==> src/rtl/multiword_add_pkg.sv <==
// Shared types and helpers for the multi-word add/subtract sequencer.
// The state encoding and the signed-overflow rule are defined here.
package multiword_add_pkg;

    typedef enum logic [1:0] {
        IDLE = 2'd0,
        RUN  = 2'd1,
        DONE = 2'd2
    } state_e;

    // Two's-complement overflow: the operand signs agree and the sum sign differs.
    function automatic logic signed_ovf(input logic a_msb, input logic b_msb, input logic s_msb);
        return (a_msb == b_msb) && (s_msb != a_msb);
    endfunction

endpackage

==> src/rtl/multiword_add_seq.sv <==
// Feeds a W = N*WORDS bit add/subtract through one external N-bit adder,
// one word per cycle (LSW first), and chains the carry between words.
module multiword_add_seq
    import multiword_add_pkg::*;
#(
    parameter int N     = 8,
    parameter int WORDS = 4
) (
    input  logic               clk,
    input  logic               rst_n,
    input  logic               in_valid,
    output logic               in_ready,
    input  logic [N*WORDS-1:0] op_a,
    input  logic [N*WORDS-1:0] op_b,
    input  logic               op_cin,
    input  logic               op_sub,
    output logic [N-1:0]       add_a,
    output logic [N-1:0]       add_b,
    output logic               add_cin,
    input  logic [N-1:0]       add_s,
    input  logic               add_cout,
    output logic               out_valid,
    input  logic               out_ready,
    output logic [N*WORDS-1:0] res,
    output logic               res_cout,
    output logic               res_ovf
);

    localparam int W  = N * WORDS;
    localparam int KW = (WORDS > 1) ? $clog2(WORDS) : 1;
    localparam logic [KW-1:0] K_LAST = KW'(WORDS - 1);

    if (N < 1 || WORDS < 1) begin : g_bad_params
        $error("multiword_add_seq: N and WORDS must both be >= 1");
    end

    state_e        state_r;
    state_e        state_s;
    logic [W-1:0]  a_r;
    logic [W-1:0]  b_r;
    logic [W-1:0]  res_r;
    logic          carry_r;
    logic          ovf_r;
    logic [KW-1:0] k_r;

    // FSM state register.
    always_ff @(posedge clk or negedge rst_n) begin
        if (!rst_n) begin
            state_r <= IDLE;
        end else begin
            state_r <= state_s;
        end
    end

    // Next-state logic: accept only from IDLE, so a DONE->IDLE handshake never overlaps an accept.
    always_comb begin
        state_s = state_r;
        case (state_r)
            IDLE: begin
                if (in_valid) begin
                    state_s = RUN;
                end else begin
                    state_s = IDLE;
                end
            end
            RUN: begin
                if (k_r == K_LAST) begin
                    state_s = DONE;
                end else begin
                    state_s = RUN;
                end
            end
            DONE: begin
                if (out_ready) begin
                    state_s = IDLE;
                end else begin
                    state_s = DONE;
                end
            end
            default: state_s = IDLE;
        endcase
    end

    // Adder drive: the current word in RUN, quiet zeros otherwise.
    always_comb begin
        add_a   = {N{1'b0}};
        add_b   = {N{1'b0}};
        add_cin = 1'b0;
        if (state_r == RUN) begin
            add_a   = a_r[int'(k_r) * N +: N];
            add_b   = b_r[int'(k_r) * N +: N];
            add_cin = carry_r;
        end else begin
            add_a   = {N{1'b0}};
            add_b   = {N{1'b0}};
            add_cin = 1'b0;
        end
    end

    // Operand capture and word-serial accumulation; subtraction is A + ~B + ~borrow.
    always_ff @(posedge clk or negedge rst_n) begin
        if (!rst_n) begin
            a_r     <= {W{1'b0}};
            b_r     <= {W{1'b0}};
            res_r   <= {W{1'b0}};
            carry_r <= 1'b0;
            ovf_r   <= 1'b0;
            k_r     <= {KW{1'b0}};
        end else begin
            case (state_r)
                IDLE: begin
                    if (in_valid) begin
                        a_r     <= op_a;
                        b_r     <= op_sub ? ~op_b : op_b;
                        carry_r <= op_sub ? ~op_cin : op_cin;
                        k_r     <= {KW{1'b0}};
                    end
                end
                RUN: begin
                    res_r[int'(k_r) * N +: N] <= add_s;
                    carry_r                   <= add_cout;
                    k_r                       <= k_r + KW'(1);
                    if (k_r == K_LAST) begin
                        ovf_r <= signed_ovf(a_r[W-1], b_r[W-1], add_s[N-1]);
                    end
                end
                default: begin
                end
            endcase
        end
    end

    assign in_ready  = (state_r == IDLE) && rst_n;
    assign out_valid = (state_r == DONE);
    assign res       = res_r;
    assign res_cout  = carry_r;
    assign res_ovf   = ovf_r;

endmodule

==> config.mk <==
export PLATFORM = sky130hd
export DESIGN_NAME = multiword_add_seq
export DESIGN_NICKNAME = d
export VERILOG_FILES = /design/src/rtl/multiword_add_pkg.sv /design/src/rtl/multiword_add_seq.sv
export SDC_FILE = /design/constraint.sdc
export NUM_CORES = 1
export LEC_CHECK = 0
export BUFFER_PORTS_ARGS = -buffer_cell sky130_fd_sc_hd__clkbuf_2
export CAP_MARGIN = 15
export CORE_MARGIN = 2
export CORE_UTILIZATION = 56
export DETAILED_ROUTE_END_ITERATION = 6
export GPL_ROUTABILITY_DRIVEN = 0
export GPL_TIMING_DRIVEN = 0
export PLACE_DENSITY_LB_ADDON = 0.12
export SKIP_CTS_REPAIR_TIMING = 1
export SYNTH_ARGS = -nofsm -noshare
export SYNTH_HDL_FRONTEND = slang
export SYNTH_SLANG_ARGS = --single-unit
==> constraint.sdc <==
create_clock -name clk -period 4.9 [get_ports clk]
set_clock_uncertainty 0.05 [all_clocks]
set_input_delay 0.49 -clock clk [delete_from_list [all_inputs] [get_ports clk]]
set_output_delay 0.49 -clock clk [all_outputs]
set_load 0.01 [all_outputs]
==> results.md, run 1 <==
Critical path:
- The highest cell delay on the worst timing path is roughly 0.38 ns.
- The worst setup path is launched from a register.
- The cell that appears most often on the critical path is sky130_fd_sc_hd__buf_2.
- The highest fanout seen on the critical path is 10.
- The worst reg-to-reg setup slack is around 2.5 ns.
- The kind of end point of the critical path is an output port.
- The worst endpoint data arrival time is approximately 2.0 ns.
- Data on the critical path is required at its endpoint by 4.36 ns.
- The critical path goes through buf_2 > buf_2 > mux4_2 > nor2b_1 > clkbuf_2.
- The largest individual stage delay along the critical path comes from the cell sky130_fd_sc_hd__dfrtp_1.
- The critical path class is register to output port.

Detailed routing:
- Detailed routing inserted a total of roughly 3500 vias.
- The count of TritonRoute iterations in the first routing pass is 4.
- After detailed routing, the number of vias per cell comes to roughly 5.4.
- After detailed routing, the average wire length per cell comes to between 15 and 20 microns.
- Once detail routing completed, the nets flagged for antenna violations numbered 0.
- After detailed routing, the number of remaining DRC violations is 0.
- The final layout contains routed wiring with a total length of roughly 11 mm.
- In this run, the number of DRC markers left after iteration 0 of detailed routing was 112.

Cells and area:
- From synthesis to final layout, the design area changed by 21.0%.
- The library cell used most frequently in the layout, excluding fill and tap cells, is sky130_fd_sc_hd__clkbuf_2.
- The net count reported at finish is 617.
- The number of diodes is 0.
- Summing all non-filler instances in the final layout gives an area of about 0.0058 sq mm.
- In the layout the commonest cells are sky130_fd_sc_hd__clkbuf_2 (129), sky130_fd_sc_hd__dfrtp_1 (102), sky130_fd_sc_hd__nor2_1 (35), sky130_fd_sc_hd__nand2_1 (35), sky130_fd_sc_hd__a21oi_1 (33).
- The share of final-layout standard cells stronger than drive strength 1 is between 40% and 50%.

Clocking:
- The clock network latency to the later pin of the worst-skew pair is 0.36 ns.
- The longest clock path from root to sink contains 2 buffers.
- The number of levels in the clock H-tree is 3.
- The clock tree from TritonCTS is done.
- In this run, CTS created clock tree buffers numbering 9.
- Clock-pin slew was measured on the worst setup and hold paths at 0.10 ns.
- The library cell used as clock root buffer is sky130_fd_sc_hd__clkbuf_8.
- Counting every sink on the clock net gives 102.

Global route:
- The number of global-route vias before repair is around 3600.
- The maximum number of pins on one net before global-route repair is between 50 and 60.
- In the global route stage, overall resource usage came out at between 20% and 30%.
- The global route total overflow is 0.
- The wire length of the first global-routing pass is approximately 17 mm.
- The initial antenna violation count was 0.

Die:
- The row count is 33.
- The count of boundary I/O pins is ~130.
- The y dimension of the die is between 90 and 100 microns.
- The initial utilization of the core area, before any placement, comes to between 50% and 60%.
- The floorplan step defined a die boundary enclosing 0.00927 sq mm.
- The standard cell core area is approximately 0.0082 sq mm.
- The die is between 90 and 100 microns wide.

STA:
- Based on the critical path, the design can be clocked at up to 394 MHz.
- Setup repair after global routing left no endpoint under its margin.
- The count of final hold-check violations is 0.
- Setup violations remaining at the end of the flow were counted as 0.
- The post-route worst hold slack is 0.139 ns.
- Of the available clock period, the critical path in the final layout requires roughly 52%.
- The max-slew violation count is 0.
- For the pin with the worst max-slew slack, the measured transition is approximately 0.7 ns.
- The time the final worst path needs with I/O delays and setup is about 2.5 ns.
- The worst relative slew slack is between 50% and 60%.
- The setup TNS is 0 ns.

Pwr:
- The leakage power is about 2.7 nW.
- The peak ir drop on the vdd network is approximately 0.00031 V.
- The total power per unit cell area is between 600 and 700 mW/mm^2.

Synthesis:
- Counting flops and latches in the post-synthesis netlist gives 102.
- The cell area that synthesis handed to floorplanning was 0.00477 sq mm.
- The part of the Yosys area used for sequential elements is 53.5%.
- The number of synthesis warnings is 0.
- The number of nets produced by synthesis is 475.
- Of all flip-flops after synthesis, the portion carrying an async set or reset was between 90% and 100%.
- The synthesized design contains 0 enable-type register cells.
- Counting every instance in the synthesized netlist gives 391.
- The most frequently used flop master after synthesis is sky130_fd_sc_hd__dfrtp_1.
- The distinct cell type count after synthesis is 30.
- Dividing the synthesized area by the synthesized cell count gives around 12 sq um.

Placement:
- The count of buffers added on input and output ports is 130.
- The sum of net half-perimeters after detailed placement is around 8.1 mm.
- The post-place instance area is approximately 0.0056 sq mm.

Status:
- The flow ran to the end, and the final reports show no timing, DRC or antenna violations.

Hold path:
- The type of the most critical hold path is input pin to asynchronous set/reset pin.

Flow run:
- The max-capacitance violation count is 0.
[through the flow]
stage | setup WS (ns) | utilization, % | power, mW | std cells
3_3_place_gp | 1.48 | 67.5 | 3.20 | 626
3_5_place_dp | 2.47 | 67.9 | 3.28 | 627
5_1_grt | 2.26 | 70.2 | 4.04 | 643
2_1_floorplan | 2.95 | - | 2.67 | 391
6_report | 2.36 | 70.2 | 3.76 | 643
4_1_cts | 2.35 | 70.2 | 3.80 | 643
[report_power, final]
group	internal, mW	total (mW)	switching (mW)
Sequential	1.25	1.49	0.241
Clock	0.207	0.517	0.310
Combinational	0.877	1.76	0.880
Total	2.33	3.76	1.43
[final timing paths]
check,from,cells after the start,end
worst max register to register,k_r[1]$_DFFE_PN0P_,7,res[22]$_DFFE_PN0P_
max in group asynchronous,rst_n,2,b_r[3]$_DFFE_PN0P_
worst max-delay path,k_r[1]$_DFFE_PN0P_,5,add_a[0]
worst min register to register,res[11]$_DFFE_PN0P_,2,res[11]$_DFFE_PN0P_
min in group clk,op_a[17],2,a_r[17]$_DFFE_PN0P_
worst min-delay path,rst_n,1,res[6]$_DFFE_PN0P_
[worst max-delay path: cells and delay by family, from the launching register on]
family	cells	cell delay, ns
buffers and inverters	3	0.74
muxes	1	0.36
and+or+nand+nor	1	0.15
DFF	1	0.38
[registers in the layout, summed over array words and instances (netlist names)]
signal    cells
a_r          32
k_r           2
res_ovf       1
state_r       2
b_r          32
res_cout      1
res          32
[cell usage after synthesis (2+ instances only)]
library cell	instances	area [sq um]
sky130_fd_sc_hd__a21oi_1	33	165
sky130_fd_sc_hd__a22o_1	16	140
sky130_fd_sc_hd__buf_2	15	75.1
sky130_fd_sc_hd__buf_4	4	30.0
sky130_fd_sc_hd__buf_6	3	33.8
sky130_fd_sc_hd__clkbuf_1	4	15.0
sky130_fd_sc_hd__dfrtp_1	102	2550
sky130_fd_sc_hd__ha_1	5	62.6
sky130_fd_sc_hd__inv_1	4	15.0
sky130_fd_sc_hd__mux2_2	32	360
sky130_fd_sc_hd__mux4_2	15	338
sky130_fd_sc_hd__nand2_1	35	131
sky130_fd_sc_hd__nand2b_1	2	12.5
sky130_fd_sc_hd__nand3b_1	4	30.0
sky130_fd_sc_hd__nor2_1	35	131
sky130_fd_sc_hd__nor2b_1	16	100
sky130_fd_sc_hd__nor4b_4	3	71.3
sky130_fd_sc_hd__o21ai_0	20	100
sky130_fd_sc_hd__xnor2_1	32	280
[layout make-up]
class / count / area [sq um]
clock inverters: 6 / 53.8
fillers: 645 / 2440
well taps: 105 / 131
plain buffers: 26 / 154
clock buffers: 10 / 138
repair buffers: 131 / 681
flip-flops and latches: 102 / 2550
inverters: 5 / 21.3
multi-input cells: 258 / 2040
[cell families (layout without fill, tap and decap cells)]
| family | Yosys count | count (layout) | share of synthesized area, % |
|---|---|---|---|
| xor gates and xnor gates | 33 | 33 | 6.06 |
| DFF | 102 | 102 | 53.5 |
| muxes | 49 | 49 | 15.4 |
| buffers and inverters | 31 | 178 | 3.67 |
| adders and majority gates | 5 | 5 | 1.31 |
| and+or+nand+nor | 100 | 100 | 11.2 |
| AOI/OAI and AO/OA | 71 | 71 | 8.79 |
[per-layer routing]
metal	vias up	share of wire, %	GRT usage [%]	wire, microns
li1	1635	-	-	-
met1	1713	40	31.5	4370
met2	119	50	41.4	5500
met3	11	8.2	7.91	895
met4	0	1.3	7.38	138
met5	-	0	0	0
(Power assumes the default switching activity.)
==> run 2: changes to the inputs <==
--- a/config.mk
+++ b/config.mk
@@ -8,7 +8,7 @@
 export BUFFER_PORTS_ARGS = -buffer_cell sky130_fd_sc_hd__clkbuf_2
 export CAP_MARGIN = 15
 export CORE_MARGIN = 2
-export CORE_UTILIZATION = 56
+export CORE_UTILIZATION = 47
 export DETAILED_ROUTE_END_ITERATION = 6
 export GPL_ROUTABILITY_DRIVEN = 0
 export GPL_TIMING_DRIVEN = 0
==> constraint.sdc (replaced) <==
create_clock -name clk -period 2.31 [get_ports clk]
set_clock_uncertainty 0.05 [all_clocks]
set_input_delay 0.231 -clock clk [delete_from_list [all_inputs] [get_ports clk]]
set_output_delay 0.231 -clock clk [all_outputs]
set_load 0.01 [all_outputs]
==> run 2 against run 1 <==
Effect of this change: die area grew 18%; core utilization decreased by 11 points; global-route usage decreased by 3.7 points; total power is 110% higher; critical endpoint is now add_b[7].
==> results.md, run 2 (synthesized netlist as in run 1, its figures left out) <==
Hold path:
- The worst hold path stage count is 2.
- The tightest min-delay check is of the input pin to register type.

Die:
- The y dimension of the die came to 105 microns (+8.8%).
- The overall die area is 0.0110 sq mm (+18%).
- The initial cell density of the core was 48.6% (-9.5 points).
- The die width is 105 microns (+8.8%).
- The row count is 36 (+9.1%).
- The count of boundary I/O pins is 132 (unchanged).
- The standard cell core area is 0.00982 sq mm (+20%).

Critical path:
- The number of buffer and inverter stages on the critical path is 2 (-1).
- The highest fanout seen on the critical path is 10 (unchanged).
- The worst reg2reg path depth is 8 (+1).
- In this design, the largest share of critical-path delay is due to multiplexers.
- The startpoint type of the worst setup path is a register.
- The required time of the critical path came to 2.03 ns (-2.33 ns).
- The start point of the critical path is k_r[0]$_DFFE_PN0P_.
- The most critical setup path has its endpoint at add_b[7].
- The instance count on the critical path is 4 (-1).
- The start of the worst register-to-register path is k_r[1]$_DFFE_PN0P_.
- The worst setup path is of the register to output port kind.
- The highest cell delay on the worst timing path was 0.53 ns (+0.15 ns).
- The worst endpoint data arrival time is 1.92 ns (-0.08 ns).
- The kind of end point of the critical path is an output port.
- Walking the worst path, the cells encountered are buf_6 > mux4_2 > nor2b_1 > clkbuf_2.
- The worst reg-to-reg setup slack was 0.13 ns (-2.35 ns).
- The slowest cell on the critical path is sky130_fd_sc_hd__mux4_2.
- The capture instance of the worst register-to-register path is res[7]$_DFFE_PN0P_.

STA:
- The worst relative slew slack was 43.3% (-9.1 points).
- The count of final hold-check violations came to 0 (unchanged).
- Subtracting the final worst setup slack from the clock period gives roughly 2.2 ns.
- The setup-violating endpoint count in the final report was 0 (unchanged).
- The slew of the pin with the lowest slew margin is 0.850 ns (+0.137 ns).
- The max-slew violation count came to 0 (unchanged).
- The maximum frequency from static timing analysis is around 460 MHz.
- The final critical-path setup slack is 0.113 ns (-2.25 ns).
- The worst path uses between 90% and 100% of the clock period.

Pwr:
- The leakage power was 2.70 nW (+0.27%).
- The total power per unit cell area was 1360 mW/mm^2 (+110%).
- The total power after layout came to 7.94 mW (+110%).
- The peak ir drop on the vdd network was 0.000629 V (+100%).

Status:
- The run finished with clean final reports.

Global route:
- The global route total overflow came to 0 (unchanged).
- The initial antenna violation count came to 0 (unchanged).
- The aggregate global-route resource usage was 21.3% (-3.7 points).
- The wire length of the first global-routing pass came to 18.3 mm (+6.7%).
- The maximum number of pins on one net before global-route repair is 65 (+20%).
- The number of global-route vias before repair is 3624 (+1.5%).

Cells and area:
- The number of diodes is 0 (unchanged).
- The most common cell after layout, fill and taps aside is sky130_fd_sc_hd__clkbuf_2.
- The share of final-layout standard cells stronger than drive strength 1 is 41.6% (+0.33 points).
- The library cells used most frequently in the layout, excluding fill and tap cells, are sky130_fd_sc_hd__clkbuf_2 (130), sky130_fd_sc_hd__dfrtp_1 (102), sky130_fd_sc_hd__nor2_1 (35), sky130_fd_sc_hd__nand2_1 (35), sky130_fd_sc_hd__a21oi_1 (33).
- The net count reported at finish was 621 (+0.65%).
- Compared with the post-synthesis result, the final layout area differs by 22.3%.

Flow run:
- The max-capacitance violation count was 0 (unchanged).

Clocking:
- The clock transition at the registers of the reported paths is 0.09 ns (about the same).
- The clock tree from TritonCTS is done.
- The clock network latency to the later pin of the worst-skew pair is 0.35 ns (about the same).
- The library cell used as clock root buffer is sky130_fd_sc_hd__clkbuf_8.
- The TritonCTS buffer count is 9 (unchanged).
- The number of sinks handled by clock tree synthesis came to 102 (unchanged).
- The maximum root-to-sink buffer count was 2 (unchanged).
- The number of levels in the clock H-tree came to 3 (unchanged).

Placement:
- The post-place setup slack was -0.133 ns (-2.60 ns).
- The count of buffers inserted at the top-level ports was 130 (unchanged).
- The sum of net half-perimeters after detailed placement is 8.13 mm (about the same).

Detailed routing:
- The number of vias in the routed layout is 3426 (-1.5%).
- The number of nets still failing antenna checks after routing came to 0 (unchanged).
- The routed wire length came to 11.0 mm (+1.1%).
- The DRC violation count after routing came to 0 (unchanged).
- The routed wire length per instance is 16.4 microns (-3.5%).
- The count of TritonRoute iterations in the first routing pass came to 4 (unchanged).
- The ratio of routed vias to standard cells is 5.08 (-6.0%).
- The iteration-0 DRC count of the detailed router is 121 (+8.0%).
[run 2: cell types whose count changed in the layout (fill, tap and decap cells not counted), moves of 2 or more]
cell / delta
sky130_fd_sc_hd__buf_4: +2
sky130_fd_sc_hd__dlygate4sd3_1: +2
sky130_fd_sc_hd__buf_6: +2
sky130_fd_sc_hd__inv_8: -2
sky130_fd_sc_hd__buf_2: -3
[run 2: where the power goes]
part	total [mW]	switching [mW]	internal (mW)
clock network	1.01	0.621	0.389
logic	3.78	1.87	1.91
registers	3.15	0.502	2.65
[run 2: worst reg2reg max path: cells and delay by family, from the launching register on]
| family | cells | cell delay (ns) |
|---|---|---|
| AND/OR/NAND/NOR | 2 | 0.49 |
| adder cells (fa/ha/maj) | 1 | 0.34 |
| buffers and inverters | 4 | 0.71 |
| flip-flops | 1 | 0.41 |
| AO/OA/AOI/OAI | 1 | 0.14 |
[run 2: metal layers]
layer  share of wire, %  GRT usage (%)  vias up
li1                   -              -     1645
met1                 45           28.6     1678
met2                 49           34.7       94
met3                5.9           6.30        9
met4               0.77           4.00        0
met5                  0              0        -
[run 2: metrics by stage]
stage / cells / hold slack, ns / TNS, ns / util [%] / instance area (sq um)
after global placement: 654 / 0.393 / -43.08 / 56.9 / 5590
final: 674 / 0.0242 / 0 / 59.4 / 5830
after CTS: 670 / -0.00534 / -4.12 / 58.8 / 5770
after detailed placement: 655 / 0.385 / -3.05 / 57.1 / 5610
after floorplan: 391 / -0.115 / 0 / - / 4770
after global routing: 674 / 0.0193 / -0.0214 / 59.4 / 5830
[run 2: worst min-delay path by stage]
| stage | startpoint | end | slack, ns |
|---|---|---|---|
| 3_5_place_dp | rst_n | res[5]$_DFFE_PN0P_ | 0.39 |
| 4_1_cts | rst_n | res[6]$_DFFE_PN0P_ | -0.005 |
| 5_1_grt | out_ready | state_r[1]$_DFF_PN0_ | 0.02 |
| 2_1_floorplan | rst_n | a_r[0]$_DFFE_PN0P_ | -0.11 |
| 3_3_place_gp | out_ready | state_r[1]$_DFF_PN0_ | 0.39 |
| 6_report | out_ready | state_r[1]$_DFF_PN0_ | 0.02 |
[run 2: area by class of cell]
cell class | instances | area [sq um]
Timing Repair Buffer | 135 | 708
Inverter | 5 | 21.3
Tap cell | 133 | 166
Clock inverter | 5 | 36.3
Sequential cell | 102 | 2550
Fill cell | 931 | 3990
Clock buffer | 10 | 128
Buffer | 26 | 170
Multi-Input combinational cell | 258 | 2050
